[src/rtl/msfsm_io_event_adapter.sv]
// Event adapter around the XOR-gate MSFSM cluster: level inputs become held
// plus/minus events, and the FSMs' output pulses are folded back into a level.
module msfsm_io_event_adapter #(
  parameter int              N_IN     = 2,
  parameter logic [N_IN-1:0] IN_INIT  = {N_IN{1'b0}},
  parameter logic            OUT_INIT = 1'b0
) (
  input  logic            clk,
  input  logic            reset,
  input  logic [N_IN-1:0] in_level,
  input  logic [N_IN-1:0] in_ready,
  output logic [N_IN-1:0] ev_plus,
  output logic [N_IN-1:0] ev_minus,
  input  logic            out_plus,
  input  logic            out_minus,
  output logic            out_level,
  output logic            out_change,
  output logic            busy,
  output logic [N_IN-1:0] err_glitch,
  output logic            err_out
);

  typedef enum logic {
    ST_STABLE = 1'b0,
    ST_ARMED  = 1'b1
  } ch_state_e;

  ch_state_e       state_q [N_IN];
  ch_state_e       state_d [N_IN];
  logic [N_IN-1:0] trk_q, trk_d;
  logic [N_IN-1:0] pol_q, pol_d;
  logic [N_IN-1:0] ready_q;
  logic [N_IN-1:0] ev_plus_q, ev_plus_d;
  logic [N_IN-1:0] ev_minus_q, ev_minus_d;
  logic [N_IN-1:0] err_glitch_q, err_glitch_d;
  logic            busy_q, busy_d;
  logic            out_level_q, out_level_d;
  logic            out_change_q, out_change_d;
  logic            err_out_q, err_out_d;

  // Per-channel next state; events are decoded from the next state so the
  // outputs come straight from flops.
  always_comb begin
    for (int i = 0; i < N_IN; i++) begin
      state_d[i]      = state_q[i];
      trk_d[i]        = trk_q[i];
      pol_d[i]        = pol_q[i];
      err_glitch_d[i] = err_glitch_q[i];
      case (state_q[i])
        ST_STABLE: begin
          if (in_level[i] != trk_q[i]) begin
            state_d[i] = ST_ARMED;
            pol_d[i]   = in_level[i];
          end else begin
            state_d[i] = ST_STABLE;
          end
        end
        ST_ARMED: begin
          // Consumption beats a simultaneous revert; the revert re-arms next edge.
          if (ready_q[i] && !in_ready[i]) begin
            trk_d[i]   = pol_q[i];
            state_d[i] = ST_STABLE;
          end else if (in_level[i] == trk_q[i]) begin
            state_d[i]      = ST_STABLE;
            err_glitch_d[i] = 1'b1;
          end else begin
            state_d[i] = ST_ARMED;
          end
        end
        default: begin
          state_d[i] = ST_STABLE;
        end
      endcase
      ev_plus_d[i]  = (state_d[i] == ST_ARMED) &&  pol_d[i];
      ev_minus_d[i] = (state_d[i] == ST_ARMED) && !pol_d[i];
    end
    busy_d = |(ev_plus_d | ev_minus_d);
  end

  // Output-side pulse folding and protocol check.
  always_comb begin
    out_level_d  = out_level_q;
    out_change_d = 1'b0;
    err_out_d    = err_out_q;
    case ({out_plus, out_minus})
      2'b10: begin
        if (!out_level_q) begin
          out_level_d  = 1'b1;
          out_change_d = 1'b1;
        end else begin
          err_out_d = 1'b1;
        end
      end
      2'b01: begin
        if (out_level_q) begin
          out_level_d  = 1'b0;
          out_change_d = 1'b1;
        end else begin
          err_out_d = 1'b1;
        end
      end
      2'b11: begin
        err_out_d = 1'b1;
      end
      default: begin
        out_change_d = 1'b0;
      end
    endcase
  end

  // State and output registers.
  always_ff @(posedge clk) begin
    if (reset) begin
      for (int i = 0; i < N_IN; i++) begin
        state_q[i] <= ST_STABLE;
      end
      trk_q        <= IN_INIT;
      pol_q        <= {N_IN{1'b0}};
      ready_q      <= {N_IN{1'b0}};
      ev_plus_q    <= {N_IN{1'b0}};
      ev_minus_q   <= {N_IN{1'b0}};
      err_glitch_q <= {N_IN{1'b0}};
      busy_q       <= 1'b0;
      out_level_q  <= OUT_INIT;
      out_change_q <= 1'b0;
      err_out_q    <= 1'b0;
    end else begin
      for (int i = 0; i < N_IN; i++) begin
        state_q[i] <= state_d[i];
      end
      trk_q        <= trk_d;
      pol_q        <= pol_d;
      ready_q      <= in_ready;
      ev_plus_q    <= ev_plus_d;
      ev_minus_q   <= ev_minus_d;
      err_glitch_q <= err_glitch_d;
      busy_q       <= busy_d;
      out_level_q  <= out_level_d;
      out_change_q <= out_change_d;
      err_out_q    <= err_out_d;
    end
  end

  assign ev_plus    = ev_plus_q;
  assign ev_minus   = ev_minus_q;
  assign err_glitch = err_glitch_q;
  assign busy       = busy_q;
  assign out_level  = out_level_q;
  assign out_change = out_change_q;
  assign err_out    = err_out_q;

endmodule

[config.mk]
export PLATFORM = sky130hd
export DESIGN_NAME = msfsm_io_event_adapter
export DESIGN_NICKNAME = d
export VERILOG_FILES = /design/src/rtl/msfsm_io_event_adapter.sv
export SDC_FILE = /design/constraint.sdc
export NUM_CORES = 1
export LEC_CHECK = 0
export ABC_AREA = 1
export CORE_MARGIN = 1
export CORE_UTILIZATION = 40
export DETAILED_ROUTE_END_ITERATION = 10
export PLACE_DENSITY_LB_ADDON = 0.2
export SKIP_CTS_REPAIR_TIMING = 1
export SLEW_MARGIN = 20
export SYNTH_ARGS = -nofsm -noshare
export SYNTH_HDL_FRONTEND = slang
export SYNTH_SLANG_ARGS = --single-unit
[constraint.sdc]
create_clock -name clk -period 1 [get_ports clk]
set_input_delay 0.1 -clock clk [delete_from_list [all_inputs] [get_ports clk]]
set_output_delay 0.1 -clock clk [all_outputs]
set_load 0.005 [all_outputs]
==> summary by stage, run 1 <==
Run status
The run finished with clean final reports.

Global route
The number of global-route vias before repair is between 500 and 600. The total global routing overflow is 0. The total global-route track usage is 0.143. Entering global routing, the biggest net connects 11 pins.

The number of antenna violations at the first check in global routing is 0. The first-pass GRT wire length is about 2000 um.

Synth
The synthesized netlist occupies a cell area of 711 um^2. Measured against the total synthesized area, the mux share comes to 0. Of the total synthesized cell area, the portion taken by AND, OR, NAND and NOR gates is 0.303. The synthesized-area fraction occupied by xor and xnor cells is 0. Synthesis produced 91 cells. The number of nets handed over by synthesis was 101. By area, the combinational part of the netlist is dominated by simple AND/OR/NAND/NOR gates. The biggest area contributor in the post-synthesis netlist is sky130_fd_sc_hd__dfxtp_1. Of the total synthesized cell area, the portion taken by full adders, half adders and majority gates is 0.0352. The synthesized area per cell is approximately 8 um^2. Of the post-synthesis cell area, the dominant cell type holds 0.507. Yosys mapped the design onto 15 distinct sky130hd cell types.

Counting flops and latches in the post-synthesis netlist gives 18. The register area share after synthesis is 0.507. The share of the synthesized area in compound gates (AO/OA/AOI/OAI) is 0.0528.

Yosys attributes the largest share of cell area to sky130_fd_sc_hd__dfxtp_1 (51%), sky130_fd_sc_hd__nand2_1 (9.5%), sky130_fd_sc_hd__nor2_1 (8.5%). The count of synthesis-stage warnings from yosys is 0.

Placed design
At the end of routability-driven placement, the weighted congestion stood at roughly 0.76. The total cell area at the placement stage is approximately 920 um^2. Input and output buffers added on the ports amount to 17. The wire-length estimate of the detail-placed layout is a little under 900 um.

Clock network
The clock drives 18 sinks. The clock passes through at most 2 buffers. TritonCTS built the clock tree.

The clock-pin slew on the worst setup and hold paths is roughly 0.10 ns. The clock tree root buffer cell is sky130_fd_sc_hd__clkbuf_4. The number of clock buffers added by TritonCTS is 3. The later pin in the worst-skew pair is clocked with a latency of 0.30 ns. In this run the number of H-tree levels came out at 1.

Pwr
The internal portion of total power is around 1100 uW. Of the total power, the clock network draws 0.307. Summed over all cells, the static leakage comes to ~0.0006 uW.

The design draws 1450 uW. The net switching component of the power is approximately 350 uW. Of the total power, the share spent switching nets is 0.239.

The total power density per cell area is about 1500 mW/mm^2. The share of total power in sequential cells is 0.542. The peak supply drop is around 1.0 mV. The share of total power dissipated in combinational logic is 0.151.

STA
Setup repair after global routing left no endpoint under its margin. Setup violations remaining at the end of the flow were counted as 0. At the pin with the least slew margin, the transition time is around 0.17 ns. The maximum clock skew at final layout is around 0.0044 ns.

The number of max-slew violations in the final report is 0. Dividing the final minimum period by the clock period gives 0.943. Measured against its own limit, the worst slew margin works out to 0.884. The worst slack on hold paths is approximately 0.38 ns.

Based on the critical path, the design can be clocked at up to ~1100 MHz. The routed design could run at a clock period as short as approximately 0.94 ns. The number of hold violations in the final report came to 0.

Detailed routing
The detailed router used layers up to and including met4. The number of optimization iterations in the first detailed-route pass is 6. The total via count in the routed design is about 620.

The remaining number of nets flagged by the antenna check after routing is 0. The detailed router finished its first iteration with 8 violations. After detailed routing, the wire length on met1 is around 530 um.

Detailed routing placed a total of 542 um of wire on met2. The number of vias per cell is around 4.7. The number of DRC violations after detailed routing is 0.

After detailed routing, the total wire length is between 1000 and 1500 um. Dividing the detail-routed wire length by the instance count gives between 8 and 9 um. After detailed routing, the met3 layer carries 86 um of wire.

Floorplanning
The die covers 0.00195 mm^2. The top-level I/O count is 18. The height of the die is 44.2 um. The floorplan step defined a core boundary enclosing 0.00158 mm^2.

Row generation in the floorplan step produced 14 rows. The floorplan step set the die width to ~44 um. The initial utilization of the core area, before any placement, comes to 0.451.

Worst setup path
In this run the worst path has a maximum fanout of 2. Data on the critical path is required at its endpoint by roughly 1.2 ns. The critical path is of the primary input to flop type. The arrival time reported for the critical path endpoint is approximately 1.1 ns. The element type at the critical path end is a flop. STA classifies the critical path startpoint as a primary input.

Final layout
The fraction of the core area covered by cells at the end of the flow is 0.626. The synthesis-to-layout area growth is 38.9%. The most common cell after layout, fill and taps aside is sky130_fd_sc_hd__nand2_1.

The library cells used most frequently in the layout, excluding fill and tap cells, are sky130_fd_sc_hd__nand2_1 (18), sky130_fd_sc_hd__nor2_1 (16), sky130_fd_sc_hd__inv_1 (13), sky130_fd_sc_hd__dfxtp_1 (13), sky130_fd_sc_hd__dlymetal6s2s_1 (10). The number of nets in the layout is 126. The finished layout cell area is 987 um^2. The repair_antennas step left the layout with diodes totalling 0. The ratio of cells with drive above 1 in the final layout is 0.226.

Worst hold path
The path class of the tightest hold or removal check is primary input to flop.

Flow run
The number of violations of the max-capacitance limit is 0.
## logic make-up after synthesis
family,Yosys count
AO/OA/AOI/OAI,6
buffers and inverters,17
AND/OR/NAND/NOR,48
adder cells (fa/ha/maj),2
flip-flops,18
## stage by stage
| stage | std cells | setup TNS [ns] | setup slack, ns |
|---|---|---|---|
| floorplan | 91 | 0 | 0.247 |
| global placement | 127 | -0.870 | -0.204 |
| detailed placement | 127 | -1.22 | -0.227 |
| CTS | 131 | -2.28 | -0.246 |
| global route | 131 | 0 | 0.0157 |
| finish | 131 | 0 | 0.0571 |
## cells in the mapped netlist (all sizes together)
cell    count
nand3       8
dfxtp      18
o21ai       2
inv        15
a21oi       4
buf         1
ha          2
nand2      20
nor2       20
clkinv      1
## power by group through the flow
stage	logic (uW)	registers (uW)	clock network, uW
after floorplan	107	806	0
after global placement	224	802	0
after detailed placement	228	803	0
after CTS	230	786	460
after global routing	245	794	492
final	219	787	446
## sequential cells by signal, summed over array words and instances (netlist names)
signal,flops
ev_plus,2
err_glitch,2
out_change,1
state_q,2
err_out,1
ready_q,2
trk_q,2
out_level,1
pol_q,2
busy,1
ev_minus,2
## layout make-up
class / count / area [um^2]
fill: 155 / 589
sequential: 18 / 367
multi-input combinational: 56 / 278
timing repair buffer: 21 / 225
inverter: 16 / 61.3
clock buffer: 4 / 36.3
tap: 16 / 20.0
## per-layer routing
metal	up-vias	global-route usage
met5	-	0
met4	0	0.0545
met3	2	0.0653
met2	16	0.226
met1	275	0.170
li1	325	-
## critical path: stages
cell	delay [ns]
sky130_fd_sc_hd__clkdlybuf4s50_1	0.48
sky130_fd_sc_hd__inv_1	0.05
sky130_fd_sc_hd__ha_1	0.29
sky130_fd_sc_hd__a21oi_1	0.16
sky130_fd_sc_hd__nor2_1	0.06
## final timing paths
check | startpoint | to | slack [ns] | cells past startpoint
max | out_plus | out_level | 0.06 | 5
min | in_ready[1] | ready_q[1] | 0.38 | 3
max reg2reg | trk_q[1] | ev_plus[1] | 0.13 | 4
min reg2reg | err_glitch[0] | err_glitch[0] | 0.46 | 2
Note: power is estimated with default switching activity, not from simulation.
==> run 2, diff against run 1 <==
--- a/config.mk
+++ b/config.mk
@@ -6,6 +6,7 @@
 export NUM_CORES = 1
 export LEC_CHECK = 0
 export ABC_AREA = 1
+export ABC_CLOCK_PERIOD_IN_PS = 1000
 export CORE_MARGIN = 1
 export CORE_UTILIZATION = 40
 export DETAILED_ROUTE_END_ITERATION = 10
==> results of run 2 <==
Final layout, timing and power as in run 1 (identical DEF).
==> run 3, diff against run 2 <==
--- a/config.mk
+++ b/config.mk
@@ -10,6 +10,7 @@
 export CORE_MARGIN = 1
 export CORE_UTILIZATION = 40
 export DETAILED_ROUTE_END_ITERATION = 10
+export DONT_BUFFER_PORTS = 1
 export PLACE_DENSITY_LB_ADDON = 0.2
 export SKIP_CTS_REPAIR_TIMING = 1
 export SLEW_MARGIN = 20
==> run 3 against run 2 <==
- final cell count fell by 14%
- via count shrank 16%
- power fell by 6.2%
- clock power is 2% lower
- non-clock buffer count down 18
- first-iteration DRC count rose by 38%
- global-route usage down 0.67 points
- final area decreased by 20%
- critical path type unchanged
- critical endpoint is now state_q[0][0]
- largest power group unchanged
- highest routed layer is now met3
==> summary by stage, run 3 (synthesis gave the netlist of run 1 again) <==
STA
The number of max-slew violations in the final report is 0 (unchanged). The maximum clock skew at final layout is 0.00400 ns (was 0.00441 ns). The worst slack on hold paths was 0.0303 ns (was 0.375 ns). The post-route setup TNS is 0 ns (unchanged).

The total of endpoints with negative setup slack in the final report came to 0 (unchanged). The relative slew slack is 0.776 (was 0.884). The transition time at the pin with the least slew margin was 0.334 ns (was 0.172 ns). Setup repair after global routing missed its margin: no (unchanged).

The highest achievable clock rate is 1150 MHz (was 1060 MHz). The final clock period utilization by the worst path is 0.870 (was 0.943). The final critical-path required period is 0.870 ns (was 0.943 ns).

The number of hold violations in the final report is 0 (unchanged).

Worst hold path
The path type of the worst min-delay path is primary input to flop (unchanged).

Floorplanning
The die area is 0.00195 mm^2 (unchanged). The starting utilization of the core area is 0.451 (unchanged). The overall die width is 44.2 um (unchanged). The height of the die came to 44.2 um (unchanged). The number of placement rows is 14 (unchanged). The top-level I/O count was 18 (unchanged). The core box area is 0.00158 mm^2 (unchanged).

Final layout
The number of nets in the layout was 108 (was 126). The number of diodes is 0 (unchanged). Most frequent cells in the layout: sky130_fd_sc_hd__nand2_1 (18), sky130_fd_sc_hd__dfxtp_1 (18), sky130_fd_sc_hd__nor2_1 (16) (was sky130_fd_sc_hd__nand2_1 (18), sky130_fd_sc_hd__nor2_1 (16), sky130_fd_sc_hd__inv_1 (13), sky130_fd_sc_hd__dfxtp_1 (13), sky130_fd_sc_hd__dlymetal6s2s_1 (10)).

The ratio of cells with drive above 1 in the final layout is 0.175 (was 0.226). The finished layout cell area is 786 um^2 (was 987 um^2). The fraction of the core area covered by cells at the end of the flow is 0.498 (was 0.626). The synthesis-to-layout area growth is 10.6% (was 38.9%).

Worst setup path
The data required time at the worst endpoint is 1.19 ns (about the same). The arrival time reported for the critical path endpoint is 1.06 ns (was 1.14 ns). The startpoint type of the worst setup path is a primary input (unchanged). The most numerous cell type found on the critical path is sky130_fd_sc_hd__inv_1. The element type at the critical path end is a flop (unchanged). The highest fanout seen on the critical path is 4 (was 2). The sum of buffers and inverters on the critical path is 3 (was 2). The critical setup path kind is primary input to flop (unchanged).

Ordered cell list for the critical path: dlygate4sd3_1 -> inv_1 -> nand3_1 -> nand3_2 -> inv_1 (was clkdlybuf4s50_1 -> inv_1 -> ha_1 -> a21oi_1 -> nor2_1). The biggest cell delay along the critical path was 0.53 ns (was 0.48 ns). The cell with the biggest individual delay on the critical path is sky130_fd_sc_hd__dlygate4sd3_1 (was sky130_fd_sc_hd__clkdlybuf4s50_1). The kind of cell adding the most delay to the critical path is buffers and inverters (unchanged).

Placed design
The placer's final routability congestion estimate came to 0.700 (was 0.760). The total cell area at the placement stage is 719 um^2 (was 920 um^2). The detailed placement HPWL is 848 um (was 889 um). The number of input and output port buffers inserted is 0 (was 17).

Clock network
The TritonCTS clock tree is yes (unchanged). The clock tree root buffer cell is sky130_fd_sc_hd__clkbuf_4 (unchanged). The clock-pin slew on the worst setup and hold paths was 0.10 ns (about the same). The number of H-tree branching levels is 1 (unchanged). The clock network latency to the later pin of the worst-skew pair is 0.29 ns (was 0.30 ns). The clock sink count was 18 (unchanged). The number of buffers between clock root and the deepest sink is 2 (unchanged). The total CTS buffers came to 3 (unchanged).

Pwr
The peak supply drop is 0.945 mV (was 1.04 mV). The part of the total power dissipated in combinational logic is 0.094 (was 0.151). The share of total power in sequential cells is 0.585 (was 0.542). The total power density per cell area is 1730 mW/mm^2 (was 1470 mW/mm^2).

The static leakage power is 0.000391 uW (was 0.000616 uW). The clock group share of total power is 0.321 (was 0.307). The switching part of the total is 0.238 (was 0.239). The net switching component of the power was 325 uW (was 347 uW). The internal portion of total power is 1040 uW (was 1110 uW).

Run status
Result of the run: completed (unchanged).

Flow run
The number of violations of the max-capacitance limit was 0 (unchanged).

Detailed routing
The number of violations reported at the end of detailed-routing iteration 0 is 11 (was 8). The number of vias per cell is 4.59 (was 4.72). The number of optimization iterations in the first detailed-route pass was 6 (unchanged). The wire length after detailed routing came to 1150 um (was 1170 um). The remaining number of nets flagged by the antenna check after routing is 0 (unchanged). The total via count in the routed design is 519 (was 618). The per-cell routed wire length was 10.2 um (was 8.96 um). The number of DRC violations after detailed routing is 0 (unchanged).

Global route
The maximum number of pins on one net before global-route repair is 11 (unchanged). The first-pass GRT wire length came to 1900 um (was 2020 um). The total global routing overflow is 0 (unchanged). The total global-route track usage is 0.137 (was 0.143).

The number of antenna violations at the first check in global routing was 0 (unchanged). The number of global-route vias before repair is 452 (was 534).
[run 3: cell types whose count changed in the layout (fill, tap and decap cells not counted), sizes merged]
cell | previous run | this run
buf | 4 | 0
dlymetal6s2s | 10 | 0
dlygate4sd3 | 0 | 3
clkdlybuf4s50 | 7 | 0
[run 3: area by class of cell]
type | instances | area, um^2
repair buffers | 3 | 30.0
flip-flops and latches | 18 | 360
multi-input cells | 56 | 278
clock buffers | 4 | 36.3
well taps | 16 | 20.0
inverters | 16 | 61.3
fillers | 168 | 791
[run 3: path summary, 6_finish.rpt]
kind,depth (start not counted),slack (ns),to,start
setup / recovery,5,0.13,state_q[0][0],in_ready[0]
hold / removal,3,0.03,ev_minus[1],in_level[1]
setup reg to reg,5,0.14,pol_q[1],state_q[0][1]
hold reg to reg,2,0.49,trk_q[0],pol_q[0]
[run 3: stage by stage]
stage / setup WS (ns) / instances / power [uW]
finish: 0.130 / 113 / 1360
global route: 0.0629 / 113 / 1450
global placement: 0.188 / 106 / 925
floorplan: 0.247 / 91 / 913
CTS: 0.159 / 110 / 1370
detailed placement: 0.178 / 106 / 928
[run 3: routing by layer]
metal	vias to the layer above	share of wire	global-route usage
li1	285	-	-
met5	-	0	0
met2	13	0.46	0.200
met1	221	0.48	0.168
met4	0	0	0.0545
met3	0	0.058	0.0735
[run 3: power by group through the flow]
| stage | logic, uW | clock network (uW) | registers [uW] |
|---|---|---|---|
| after floorplan | 107 | 0 | 806 |
| after global placement | 113 | 0 | 812 |
| after detailed placement | 115 | 0 | 813 |
| after CTS | 116 | 460 | 797 |
| after global routing | 149 | 501 | 803 |
| final | 128 | 438 | 797 |
[run 3: worst register-to-register path, stage by stage, from the launching register on]
cell	delay, ns
sky130_fd_sc_hd__dfxtp_1	0.39
sky130_fd_sc_hd__inv_1	0.07
sky130_fd_sc_hd__nand3_1	0.08
sky130_fd_sc_hd__nand2_1	0.07
sky130_fd_sc_hd__nand2_1	0.10
sky130_fd_sc_hd__nor2_1	0.05
==> variant 1: new RTL, config.mk and constraints of run 2 <==
Change the parameter `N_IN` from 2 to 8.
--- a/src/rtl/msfsm_io_event_adapter.sv
+++ b/src/rtl/msfsm_io_event_adapter.sv
@@ -3,3 +3,3 @@
 module msfsm_io_event_adapter #(
-  parameter int              N_IN     = 2,
+  parameter int              N_IN     = 8,
   parameter logic [N_IN-1:0] IN_INIT  = {N_IN{1'b0}},
Ports: changed (5 resized); port bits go from 18 to 48. No check against the original RTL was run, so the function may have changed too.
==> variant 1 against run 2 <==
Total power grew to 3.6 times the old value. Largest cell class unchanged. Worst setup slack worse by 31 ps. Sequential cell count is 42 higher. Area after synthesis grew to 3.1 times the old value. Critical path depth stayed put. Critical path type is now flop to flop. Wire length grew to 3.9 times the old value. Design area grew to 3.3 times the old value.
==> variant 1: results (changes against run 2) <==
- Status: complete, no violations
- Largest net degree at the start of global routing: 14 (+3)
- Post-Place Cell Area: 0.002922 mm² (+220%)
- Number of fill cells: 445 (+190%)
- Seq/Total Area, Yosys: 54.33% (+3.6 points)
- Placer Congestion: 0.7754 (+2.1%)
- M3 GR Usage: 7.066% (+0.54 points)
- Met2 usage: 24.77% (+2.1 points)
- Gr usage total: 16.04% (+1.7 points)
- Global-route met1 utilization: 19.29% (+2.3 points)
- Fin area: 0.003279 mm² (+230%)
- Worst Path Max Fanout: 3 (+1)
- Nets: 347 (+180%)
- WHS: 80.40 ps (-295.1 ps)
- Multi-input combinational area share: 28.31% (+0.17 points)
- Max incr delay on CP: 320 ps (-160 ps)
- Least-Margin Pin Slew: 350.6 ps (+178.7 ps)
- Clk_lat worst skew: 320 ps (+20 ps)
- FF/Latch Area: 0.001234 mm² (+240%)
- DR WL met3: 227 µm (+160%)
- Initial detailed-routing violation count: 51 (+43)
- Metal2 WL: 2097 µm (+290%)
- Synth top area cells: dfxtp_1 54%, a21oi_1 6.1%, nor2_2 4.8%
- Top delay family on crit path: simple AND/OR/NAND/NOR gates
- Hpwl dp: 3058 µm (+240%)
- Top cells by count, synth: 60 x dfxtp_1, 28 x nor2_1, 27 x a21oi_1, 26 x nand2_1, 23 x inv_1
- Arrival time at the worst endpoint: 1200 ps (+60 ps)
- Fin Clk Skew: 2.470 ps (-1.945 ps)
- Comb power: 686 µW (+210%)
- Vias: 1,831 (+200%)
- Clock-net power: 1.97 mW (+340%)
- Vias in the first global route: 1,722 (+220%)
- Maximum VDD drop: 915.4 µV (-12%)
- Crit-path slowest cell: dfxtp_2
- Pre-CTS setup slack: -258.5 ps (-31.06 ps)
- Initial DRT Pass Iterations: 5 (-1)
- Switching Share: 24.02% (+0.16 points)
- Post-Route M1 WL: 2130 µm (+300%)
- Non-clock buffer share: 22.66% (-0.15 points)
- Clk sinks: 60 (+42)
- Multi-input comb cells: 153 (+170%)
- Clkbuf count: 15 (+11)
- Vias per Instance: 4.578 (-3.0%)
- Area Growth Syn to Fin: 48.33%
- CTS HTree Levels: 3 (+2)
- Plain + repair buffers: 73 (+250%)
- Dpl cells: 384 (+200%)
- Leak Pwr: 1.786 nW (+190%)
- Post-synth net total: 268 (+170%)
- Synth Area in Adders: 1.132% (-2.4 points)
variant 1: path summary, 6_finish.rpt:
path | startpoint | slack [ps] | end | cells after the start
setup / recovery | trk_q[2]$_SDFFE_PP0P_ | 30 | ev_plus[2]$_SDFF_PP0_ | 5
hold / removal | reset | 80 | state_q[0][2]$_SDFF_PP0_ | 2
setup reg to reg | trk_q[2]$_SDFFE_PP0P_ | 30 | ev_plus[2]$_SDFF_PP0_ | 5
hold reg to reg | err_glitch[3]$_SDFFE_PP0P_ | 450 | err_glitch[3]$_SDFFE_PP0P_ | 2
variant 1: cell families (layout without fill, tap and decap cells):
| kind of cell | Yosys count | count (layout) |
|---|---|---|
| adder cells (fa/ha/maj) | 2 | 2 |
| AO/OA/AOI/OAI | 45 | 45 |
| buffers and inverters | 33 | 117 |
| flip-flops | 60 | 60 |
| AND/OR/NAND/NOR | 106 | 106 |
==> variant 2: new RTL, settings of run 2 <==
Without the edit above. Reset style: asynchronous (`reset`), changed in one clocked block.
--- a/src/rtl/msfsm_io_event_adapter.sv
+++ b/src/rtl/msfsm_io_event_adapter.sv
@@ -111,3 +111,3 @@
   // State and output registers.
-  always_ff @(posedge clk) begin
+  always_ff @(posedge clk or posedge reset) begin
     if (reset) begin
Formal check against the unedited RTL: differs if reset is asserted again (counterexample within 4 cycles, from zero or initial values and one cycle with reset high); with reset held inactive, the same outputs for 10 cycles.
==> variant 2 against run 2 <==
Sequential share of layout area up 6.9 points. Sequential cell count is the same. Area after synthesis grew 4.9%. Critical endpoint is now out_change$_DFF_PP0_. Design area increased by 3.7%. Critical path type unchanged. Register-to-register slack lost 30 ps. Worst setup slack worse by 7.8 ps. Cell count down 6.1%. Wire length decreased by 3.2%. Count of clock-buffer cells in the layout is the same. Synthesized cell count decreased by 18%.
Power is not compared: it rests on default switching activity, and its combinational part moved more than twofold at a synthesized area within 25%.
==> variant 2: results (changes against run 2) <==
- Ys flop type: dfrtp_1
- Max-Slew Margin vs Limit: 85.25% (-3.2 points)
- Gr usage total: 12.65% (-1.7 points)
- Multiplexer area fraction after synthesis: 1.510% (+1.5 points)
- WL per Instance: 9.236 µm (+3.1%)
- Post-synth ARST share: 100.0% (+100 points)
- First-pass GRT wire length: 1738 µm (-14%)
- Clk_lat worst skew: 290 ps
- Vias: 541 (-12%)
- Synth top area cells: dfrtp_1 60%, nand2_1 8.1%, inv_1 7.6%
- Yosys Warn Count: 0 (unchanged)
- Post-synth top area share: 60.40% (+9.7 points)
- Port buffer count: 17 (unchanged)
- Synth Area in Adders: 3.356% (-0.17 points)
- Share of cells above drive strength 1: 17.35% (-5.3 points)
- Post-Place Cell Area: 962.2 µm² (+4.6%)
- R2R cell count: 2 (-2)
- Pre-CTS setup slack: -247.8 ps (-20.33 ps)
- Critical Path End: out_change$_DFF_PP0_
- Post-synth net total: 85 (-16%)
- Fin Clk Skew: 3.826 ps (-0.5891 ps)
- Seq/Total Area, Yosys: 60.40% (+9.7 points)
- Initial detailed-routing violation count: 14 (+6)
- Worst min path class: primary input to async pin
- Post-synthesis cell count: 75 (-18%)
- Largest net degree at the start of global routing: 19 (+8)
- Status: complete, no violations
- Reg2reg start: out_level$_DFFE_PP0P_
- Vias per Instance: 4.398 (-6.8%)
- Nets: 109 (-13%)
- Worst R2R Setup Slack: 100 ps (-30 ps)
- Compound-gate portion of the synthesized area: 7.718% (+2.4 points)
- Initial DRT Pass Iterations: 4 (-2)
- Worst Path Max Fanout: 3 (+1)
- Tcrit/Tclk final: 95.07% (+0.78 points)
- Number of fill cells: 163 (+5.2%)
- Hpwl dp: 878.3 µm (-1.2%)
- Top cells by count, synth: 18 x dfrtp_1, 16 x nand2_1, 15 x inv_1, 6 x nand3_1
[variant 2: cell count changes after synthesis, sizes merged, moves of 2 or more]
cell / delta
nor2: -18
o21bai: +2
dfrtp: +18
nand3: -2
inv: +2
dfxtp: -18
o21ai: +2
[variant 2: logic make-up (layout without fill, tap and decap cells)]
group,Yosys count,in the layout
AO/OA/AOI/OAI,9,9
adder cells (fa/ha/maj),2,2
buffers and inverters,17,40
flip-flops,18,18
multiplexers,1,1
AND/OR/NAND/NOR,28,28
[variant 2: power by group through the flow]
| stage | clock, mW | sequential (mW) | combinational, mW |
|---|---|---|---|
| floorplan | 0 | 1.08 | 0.451 |
| CTS | 0.449 | 1.05 | 0.808 |
| global route | 0.487 | 1.07 | 0.846 |
| global placement | 0 | 1.07 | 0.785 |
| finish | 0.430 | 1.05 | 0.761 |
| detailed placement | 0 | 1.07 | 0.806 |
[variant 2: how the worst min path moves through the flow]
stage	cells past startpoint	startpoint	to	slack (ps)
after floorplan	1	reset	busy$_DFF_PP0_	40
after global placement	3	reset	ready_q[0]$_DFF_PP0_	440
after detailed placement	3	reset	ready_q[0]$_DFF_PP0_	440
after CTS	3	reset	ready_q[0]$_DFF_PP0_	120
after global routing	3	reset	out_level$_DFFE_PP0P_	120
final	3	reset	ready_q[0]$_DFF_PP0_	110
[variant 2: area by class of cell]
class                           count  area, µm²  share of cell area [%]
Timing Repair Buffer               19      210.2                   20.54
Clock buffer                        4      36.28                   3.545
Sequential cell                    18      450.4                   44.01
Tap cell                           25      31.28                   3.056
Inverter                           17      63.81                   6.235
Multi-Input combinational cell     40      231.5                   22.62
[variant 2: routing by layer]
metal	share of wire [%]	track usage [%]	up-vias
met3	7.6	8.000	2
met5	0	0	-
met2	48	19.42	12
li1	-	-	278
met1	43	13.84	249
met4	1.2	5.455	0
